File: src/rtl/mod_mul_pkg.sv
// mod_mul_pkg: shared constants and state encoding for the modular-multiplier scheduler.
`default_nettype none

package mod_mul_pkg;

  localparam int   Q               = 3329;
  localparam logic MODE_BARRETT    = 1'b1;
  localparam logic MODE_CONV       = 1'b0;
  localparam int   DEFAULT_MUL_LAT = 5;

  typedef enum logic [0:0] {
    ST_RUN   = 1'b0,
    ST_DRAIN = 1'b1
  } sched_state_e;

endpackage

`default_nettype wire

File: src/rtl/mod_mul_inflight_pipe.sv
// mod_mul_inflight_pipe: valid/port/tag delay line tracking operations inside the multiplier.
`default_nettype none

module mod_mul_inflight_pipe #(
  parameter int DEPTH = 6,
  parameter int TAG_W = 4
) (
  input  logic             clk,
  input  logic             rst,
  input  logic             in_valid,
  input  logic             in_port,
  input  logic [TAG_W-1:0] in_tag,
  output logic             out_valid,
  output logic             out_port,
  output logic [TAG_W-1:0] out_tag,
  output logic             empty
);

  logic [DEPTH-1:0] vld;
  logic [DEPTH-1:0] prt;
  logic [TAG_W-1:0] tg [DEPTH];

  always_ff @(posedge clk) begin
    if (rst) begin
      vld <= '0;
      prt <= '0;
      for (int i = 0; i < DEPTH; i++) tg[i] <= '0;
    end else begin
      vld   <= {vld[DEPTH-2:0], in_valid};
      prt   <= {prt[DEPTH-2:0], in_port};
      tg[0] <= in_tag;
      for (int i = 1; i < DEPTH; i++) tg[i] <= tg[i-1];
    end
  end

  assign out_valid = vld[DEPTH-1];
  assign out_port  = prt[DEPTH-1];
  assign out_tag   = tg[DEPTH-1];
  assign empty     = ~|vld;

endmodule

`default_nettype wire

File: src/rtl/mod_mul_scheduler.sv
// mod_mul_scheduler: round-robin arbiter of two requesters onto one shared modular multiplier,
// draining the pipeline whenever the multiplier mode (sel) must change.
`default_nettype none

module mod_mul_scheduler
  import mod_mul_pkg::*;
#(
  parameter int DATA_W  = 12,
  parameter int TAG_W   = 4,
  parameter int MUL_LAT = DEFAULT_MUL_LAT
) (
  input  logic                clk,
  input  logic                rst,
  input  logic [1:0]          req_valid,
  output logic [1:0]          req_ready,
  input  logic [2*DATA_W-1:0] req_a,
  input  logic [2*DATA_W-1:0] req_b,
  input  logic [1:0]          req_mode,
  input  logic [2*TAG_W-1:0]  req_tag,
  output logic [DATA_W-1:0]   mul_a,
  output logic [DATA_W-1:0]   mul_b,
  output logic                mul_sel,
  input  logic [DATA_W-1:0]   mul_c,
  output logic                rsp_valid,
  output logic                rsp_port,
  output logic [TAG_W-1:0]    rsp_tag,
  output logic [DATA_W-1:0]   rsp_data,
  output logic                busy
);

  sched_state_e state, state_nxt;
  logic         rr;
  logic         lock, lock_nxt;
  logic         win;
  logic         issue;
  logic         issue_port;
  logic         trk_empty;
  logic         trk_valid;
  logic         trk_port;
  logic [TAG_W-1:0]  trk_tag;
  logic [DATA_W-1:0] sel_a;
  logic [DATA_W-1:0] sel_b;
  logic [TAG_W-1:0]  sel_tag;
  logic              sel_mode;

  // Lone requester wins outright; contention resolved by the round-robin pointer.
  assign win = (req_valid == 2'b11) ? rr : req_valid[1];

  always_comb begin
    state_nxt  = state;
    lock_nxt   = lock;
    issue      = 1'b0;
    issue_port = win;
    req_ready  = 2'b00;
    if (!rst) begin
      case (state)
        ST_RUN: begin
          if (|req_valid) begin
            if ((req_mode[win] == mul_sel) || trk_empty) begin
              issue = 1'b1;
            end else begin
              lock_nxt  = win;
              state_nxt = ST_DRAIN;
            end
          end
        end
        ST_DRAIN: begin
          issue_port = lock;
          if (!req_valid[lock]) begin
            state_nxt = ST_RUN;
          end else if (trk_empty) begin
            issue     = 1'b1;
            state_nxt = ST_RUN;
          end
        end
        default: state_nxt = ST_RUN;
      endcase
    end
    req_ready[issue_port] = issue;
  end

  assign sel_a    = issue_port ? req_a[2*DATA_W-1:DATA_W] : req_a[DATA_W-1:0];
  assign sel_b    = issue_port ? req_b[2*DATA_W-1:DATA_W] : req_b[DATA_W-1:0];
  assign sel_tag  = issue_port ? req_tag[2*TAG_W-1:TAG_W] : req_tag[TAG_W-1:0];
  assign sel_mode = req_mode[issue_port];

  always_ff @(posedge clk) begin
    if (rst) begin
      state   <= ST_RUN;
      rr      <= 1'b0;
      lock    <= 1'b0;
      mul_a   <= '0;
      mul_b   <= '0;
      mul_sel <= MODE_BARRETT;
    end else begin
      state <= state_nxt;
      lock  <= lock_nxt;
      if (issue) begin
        rr      <= ~issue_port;
        mul_a   <= sel_a;
        mul_b   <= (sel_mode == MODE_CONV) ? '0 : sel_b;
        mul_sel <= sel_mode;
      end
    end
  end

  // One extra stage beyond MUL_LAT so the tail entry lines up with mul_c.
  mod_mul_inflight_pipe #(
    .DEPTH (MUL_LAT + 1),
    .TAG_W (TAG_W)
  ) u_inflight (
    .clk       (clk),
    .rst       (rst),
    .in_valid  (issue),
    .in_port   (issue_port),
    .in_tag    (sel_tag),
    .out_valid (trk_valid),
    .out_port  (trk_port),
    .out_tag   (trk_tag),
    .empty     (trk_empty)
  );

  always_ff @(posedge clk) begin
    if (rst) begin
      rsp_valid <= 1'b0;
      rsp_port  <= 1'b0;
      rsp_tag   <= '0;
      rsp_data  <= '0;
    end else begin
      rsp_valid <= trk_valid;
      if (trk_valid) begin
        rsp_port <= trk_port;
        rsp_tag  <= trk_tag;
        rsp_data <= mul_c;
      end
    end
  end

  assign busy = ~trk_empty | (|req_valid) | (state == ST_DRAIN);

endmodule

`default_nettype wire
File: config.mk
export PLATFORM = sky130hd
export DESIGN_NAME = mod_mul_scheduler
export DESIGN_NICKNAME = d
export VERILOG_FILES = /design/src/rtl/mod_mul_pkg.sv /design/src/rtl/mod_mul_inflight_pipe.sv /design/src/rtl/mod_mul_scheduler.sv
export SDC_FILE = /design/constraint.sdc
export NUM_CORES = 1
export LEC_CHECK = 0
export ABC_CLOCK_PERIOD_IN_PS = 2200
export BUFFER_PORTS_ARGS = -buffer_cell sky130_fd_sc_hd__buf_2
export CAP_MARGIN = 20
export CELL_PAD_IN_SITES_DETAIL_PLACEMENT = 0
export CELL_PAD_IN_SITES_GLOBAL_PLACEMENT = 1
export CORE_ASPECT_RATIO = 0.7
export CORE_MARGIN = 2
export CORE_UTILIZATION = 36
export CTS_CLUSTER_DIAMETER = 80
export DETAILED_ROUTE_END_ITERATION = 10
export GPL_ROUTABILITY_DRIVEN = 0
export GPL_TIMING_DRIVEN = 0
export PLACE_DENSITY_LB_ADDON = 0.3
export SYNTH_ARGS = -nofsm -noshare
export SYNTH_HDL_FRONTEND = slang
export SYNTH_SLANG_ARGS = --single-unit
File: constraint.sdc
create_clock -name clk -period 2.2 [get_ports clk]
set_clock_uncertainty 0.2 [all_clocks]
set_input_delay 0.33 -clock clk [delete_from_list [all_inputs] [get_ports clk]]
set_output_delay 0.33 -clock clk [all_outputs]
set_load 0.01 [all_outputs]
# Word-level counts from Yosys, hierarchy flattened
# Memories as Yosys holds them, arrays and structs flattened. A register that Yosys moved wholly into a read port is not among the register bits.
# Cells that the tools add are included.
[op_classes]
n_bitwise = 12
eq_ne = 2
mux = 35
n_lt_le_gt_ge = 4
reduce_logical = 6
[ops]
columns = ["operator", "count"]
rows = [
  ["12-bit two-way mux", 3],
  ["4-bit two-way mux", 7],
  ["1-bit two-way mux", 22],
  ["1-bit bitwise OR", 8],
  ["1-bit by 2-bit less-than comparator with 1-bit output, second input constant", 3],
  ["6-bit OR reduction", 1],
  ["1-bit one-hot mux with 2 select lines", 2],
  ["1-bit inverter", 3],
  ["3-bit AND reduction", 1],
  ["2-bit bitwise AND", 1],
  ["2-bit == test, second input constant", 1],
  ["2-bit OR reduction", 1],
  ["1-bit demux with 1-bit select", 1],
  ["1-bit == test", 1],
  ["1-bit greater-or-equal comparator, second input constant", 1],
  ["1-bit logical AND", 1],
  ["1-bit logical NOT", 1],
  ["1-bit logical OR", 1],
]
[word_totals]
mem_bits_rw = 24
reg_bits = 54
wordCells = 71
input_bits = 74
n_memories = 1
[memory_table]
columns = ["name", "words", "width", "read_ports", "rd_clocked_by_memory_dff", "wr", "line", "rtl"]
rows = [
  ["u_inflight.tg", 6, 4, 6, 1, 6, "mod_mul_inflight_pipe.sv:21", "logic [TAG_W-1:0] tg [DEPTH];"],
]

# Logic depth before layout (Yosys ltp)
[depth]
ltp_word = 11
depth_mapped = 8

# Cells and area by module
# From an unflattened synthesis, not the netlist that was laid out.
[hier_totals]
hier_cells = 303
area_unflattened_um2 = 3377.0
[by_module_without_submodules]
columns = ["module", "n_inst", "cells_each", "area_each_um2", "seq_area_each_um2"]
rows = [
  ["mod_mul_scheduler", 1, 222, 2346.0, 920.9],
  ["mod_mul_inflight_pipe", 1, 81, 1031.0, 720.7],
]

# Least setup slack after synthesis
# OpenSTA, ideal clock, no wires.
[synth_path]
path_type = "reg2out"
from = "reg mul_sel"
to = "out req_ready[0]"
path_slack_ns = 0.144
path_stages_with_launch = 7
n_path_buf = 1
t_arrival_ns = 1.526
cell_sequence = "dfxtp_1 -> nor2b_1 -> o211a_1 -> o21ai_1 -> buf_2 -> nand2_1 -> nor3b_1"
[synth_via]
elab_chain_len = 7
[synth_lines]
columns = ["item", "line", "rtl"]
rows = [
  ["start: declaration", "mod_mul_scheduler.sv:22", "output logic mul_sel,"],
  ["start signal: assignment", "mod_mul_scheduler.sv:102", "mul_sel <= sel_mode;"],
  ["1-bit == test", "mod_mul_scheduler.sv:59", "if ((req_mode[win] == mul_sel) || trk_empty) begin"],
  ["1-bit logical OR", "mod_mul_scheduler.sv:59", ""],
  ["1-bit two-way mux", "mod_mul_scheduler.sv:59", ""],
  ["1-bit two-way mux", "mod_mul_scheduler.sv:58", "if (|req_valid) begin"],
  ["1-bit one-hot mux with 2 select lines", "mod_mul_scheduler.sv:56", "case (state)"],
  ["1-bit two-way mux", "mod_mul_scheduler.sv:55", "if (!rst) begin"],
  ["2-bit bitwise AND (no source line)", "n/a", ""],
  ["end: declaration", "mod_mul_scheduler.sv:15", "output logic [1:0] req_ready,"],
]
# No other way between the ends.

# Final worst setup path
# Ends and elaborated chain as after synthesis.

==> out/qor_table.md <==
| Parameter | Reported |
|---|---|
| Site row count | 28 |
| Minimum clock period | 2.29 ns |
| Maximum Capacitance Violations | 0 |
| GR Util met2 | 24.8% |
| Met3 track demand over resource | 5.26% |
| Final worst-path cycle share | 104% |
| RSZ-0062 raised after global routing | yes |
| Cells after DPL | 547 |
| Required @ worst endpoint | 1.67 ns |
| Cell variety after synth | 36 |
| Mean Syn Cell Area | 10.3 µm² |
| Number of DRC markers in iteration 0 | 75 |
| Relative contribution of the clock network to total power | 40.0% |
| Width of the chip | 116 µm |
| Post-detailed-route wirelength per cell | 13.0 µm |
| Class of the worst hold path | input pin to flip-flop |
| Normalized max-slew margin | 59.9% |
| Internal power | 2.76 mW |
| Switching Share | 26.2% |
| Synthesized netlist cell count | 309 |
| Number of antenna violations at the first check in global routing | 0 |
| Number of buffers and inverters on the critical path | 2 |
| Comb power frac | 16.9% |
| GR met1 Demand/Resource | 22.1% |
| Power spent charging and discharging nets | 0.980 mW |
| Commonest non-fill, non-tap cells in the layout | buf_2, dfxtp_1, mux2i_1, nor2b_1, a21oi_1 |
| Sinks on Clock Net | 82 |
| Nets in the synthesized netlist | 383 |
| Sequential area share after synthesis | 51.6% |
| Number of warnings printed during yosys synthesis | 0 |
| Area of the multi-input gates | 1430 µm² |
| Full die area | 9610 µm² |
| Total number of H-tree levels | 3 |
| Count of nets left with antenna violations after detail routing | 0 |
| Via count of the first global-routing pass | 2536 |
| Deepest clock path buffer count | 2 |
| Timing-limited maximum frequency | 0.437 GHz |
| Pre-Repair DR Iteration Count | 4 |
| Final wirelength | 7.50 mm |
| Final setup viols | 2 |
| Total vias in the final route | 2729 |
| Worst reg2reg startpoint | mul_sel |
| Layout cell share with drive strength beyond 1 | 40.9% |
| Total CTS buffers | 9 |
| Vertical extent of the die | 82.6 µm |
| Wire length of the first global-routing pass | 12.0 mm |
| Worst path cell trace | nor2b_4 -> o211a_1 -> o21ai_2 -> buf_6 -> nand2_4 -> nor3b_4 -> buf_2 |
| Post-route standard cell area excluding fillers | 4390 µm² |
| Total standard cell area after synthesis | 3180 µm² |
| Final design utilization | 51.5% |
| I/O Buffers | 118 |
| Fill cell total of the finished layout | 815 |
| Maximum fanout along the worst path | 5 |
| Transition time at the pin with the least slew margin | 0.596 ns |
| Clk pin slew, worst setup/hold paths | 0.06 ns |
| PnR Total Power | 3.74 mW |
| Library cell used as clock root buffer | clkbuf_16 |
| HPWL after detailed placement | 5.42 mm |
| Area growth from synthesis to final layout | 37.9% |
| Relative contribution of sequential cells to total power | 43.1% |
| Worst path arrival time | 1.76 ns |
| Clock tree from TritonCTS | built |
| Synthesis-stage register bit count | 82 |
| Post-DR vias/cell | 4.75 |
| Failing checks | setup timing |
| Dpl cell area | 3920 µm² |
| Number of non-filler instances in the completed layout | 575 |
| Maximum number of pins on one net before global-route repair | 16 |
| Start-to-end type of the worst setup path | flip-flop to primary output |
| DRC viols | 0 |
| Busiest layer in global routing | met2 |
| Antenna diode instance count | 0 |
| Clock latency reported for the late side of the worst-skew pair | 0.33 ns |
| IO Count | 120 |
| Leak | 1.98 nW |
| Source of the worst hold timing path | mul_c[11] |
| Standard cell core area | 8510 µm² |
| Critical Path Sink Type | primary output |
| Launching instance or port of the critical path | mul_sel |
| Power density cells | 853 nW/µm² |
| Fin Hold WS | 0.0277 ns |
| Starting density of the core | 37.3% |
| Register Area | 1650 µm² |
| Gr usage total | 16.2% |
| Largest delay share family, worst path | compound AO/OA/AOI/OAI gates |
| Run status | finished, violations left |
| Worst Setup Start Kind | flip-flop |
| Leading cell type in the layout, fill and taps excluded | buf_2 |
| Count of nets after finishing | 524 |
| Final Worst Setup Slack | -0.0909 ns |
| Number of failing hold endpoints at the final stage | 0 |
| Hold_buf cts | 0 |
| Total count of max-transition violations in the final report | 0 |
| Cell type of the slowest stage on the worst timing path | dfxtp_4 |
| Slowest cell delay on critical path | 0.36 ns |
| Global route overflow | 0 |
| Worst-case vdd ir drop | 669 µV |
synth_stat cells, drive strengths merged:
cell,count,area [µm²]
dfxtp,82,1640
mux2i,34,340
nor2b,33,206
a21oi,27,135
nor2,27,101
o21ai,16,80.1
buf,15,101
mux2,13,150
a311oi,12,105
nand4,12,75.1
clkbuf,11,41.3
nand2b,4,27.5
nor3,3,15.0
nand2,2,7.51
nand3,2,10.0
o21a,2,15.0
or4,2,15.0
a2111oi,1,8.76
a21boi,1,7.51
a22oi,1,12.5
a31oi,1,21.3
a41o,1,10.0
and3b,1,8.76
inv,1,3.75
nor3b,1,7.51
o211a,1,10.0
o21bai,1,7.51
o31ai,1,7.51
or2,1,6.26
area by class of cell:
class	instances	share of cell area, %
Sequential cell	82	37.7
Multi-Input combinational cell	200	32.7
Timing Repair Buffer	130	15.5
Clock buffer	9	5.14
Buffer	26	3.74
Tap cell	120	3.42
Clock inverter	7	1.74
Inverter	1	0.0856
state kept, by name, summed over array words and instances (netlist names):
| signal | count |
|---|---|
| lock | 1 |
| mul_a | 12 |
| mul_b | 12 |
| mul_sel | 1 |
| rr | 1 |
| rsp_data | 12 |
| rsp_port | 1 |
| rsp_tag | 4 |
| rsp_valid | 1 |
| state | 1 |
| u_inflight.prt | 6 |
| u_inflight.tg | 24 |
| u_inflight.vld | 6 |
per-layer routing:
metal | wire, µm | part of all wire, % | vias to the layer above
li1 | - | - | 1382
met1 | 3740 | 50 | 1262
met2 | 3180 | 42 | 79
met3 | 525 | 7.0 | 6
met4 | 56 | 0.75 | 0
met5 | 0 | 0 | -
power by group through the flow:
stage	Clock, mW	Combinational, mW	Sequential [mW]
detailed placement	0	0.568	1.64
finish	1.50	0.634	1.61
global placement	0	0.558	1.64
global route	1.60	0.696	1.62
CTS	1.53	0.614	1.61
floorplan	0	0.330	1.67
worst min-delay path, cell delays in order:
cell and delay (ns):
buf_2 0.07, mux2i_1 0.05, nor2_1 0.07
worst paths after layout:
kind	end	slack [ns]	cells after the start
setup / recovery	req_ready[0]	-0.09	7
hold / removal	rsp_data[11]	0.03	3
setup reg to reg	mul_b[10]	0.17	8
hold reg to reg	u_inflight.tg[4][2]	0.23	1
stage by stage:
| stage | TNS [ns] | setup slack (ns) |
|---|---|---|
| after floorplan | 0 | 0.144 |
| after global placement | -0.221 | -0.142 |
| after detailed placement | -0.228 | -0.153 |
| after CTS | -0.104 | -0.0532 |
| after global routing | -0.283 | -0.150 |
| final | -0.133 | -0.0909 |
what timing repair did:
item                                    4_1_cts  5_1_grt
gates resized for setup                      15       11
pin swaps                                     5        7
endpoints found under the setup margin        3        8
buffers inserted                              9        3
cells by family after synthesis:
group / synth area share, %
compound gates: 13.2
mux: 15.4
flops: 51.6
simple gates: 15.1
buf+inv: 4.60
No activity file was read; power rests on OpenSTA's default activity.
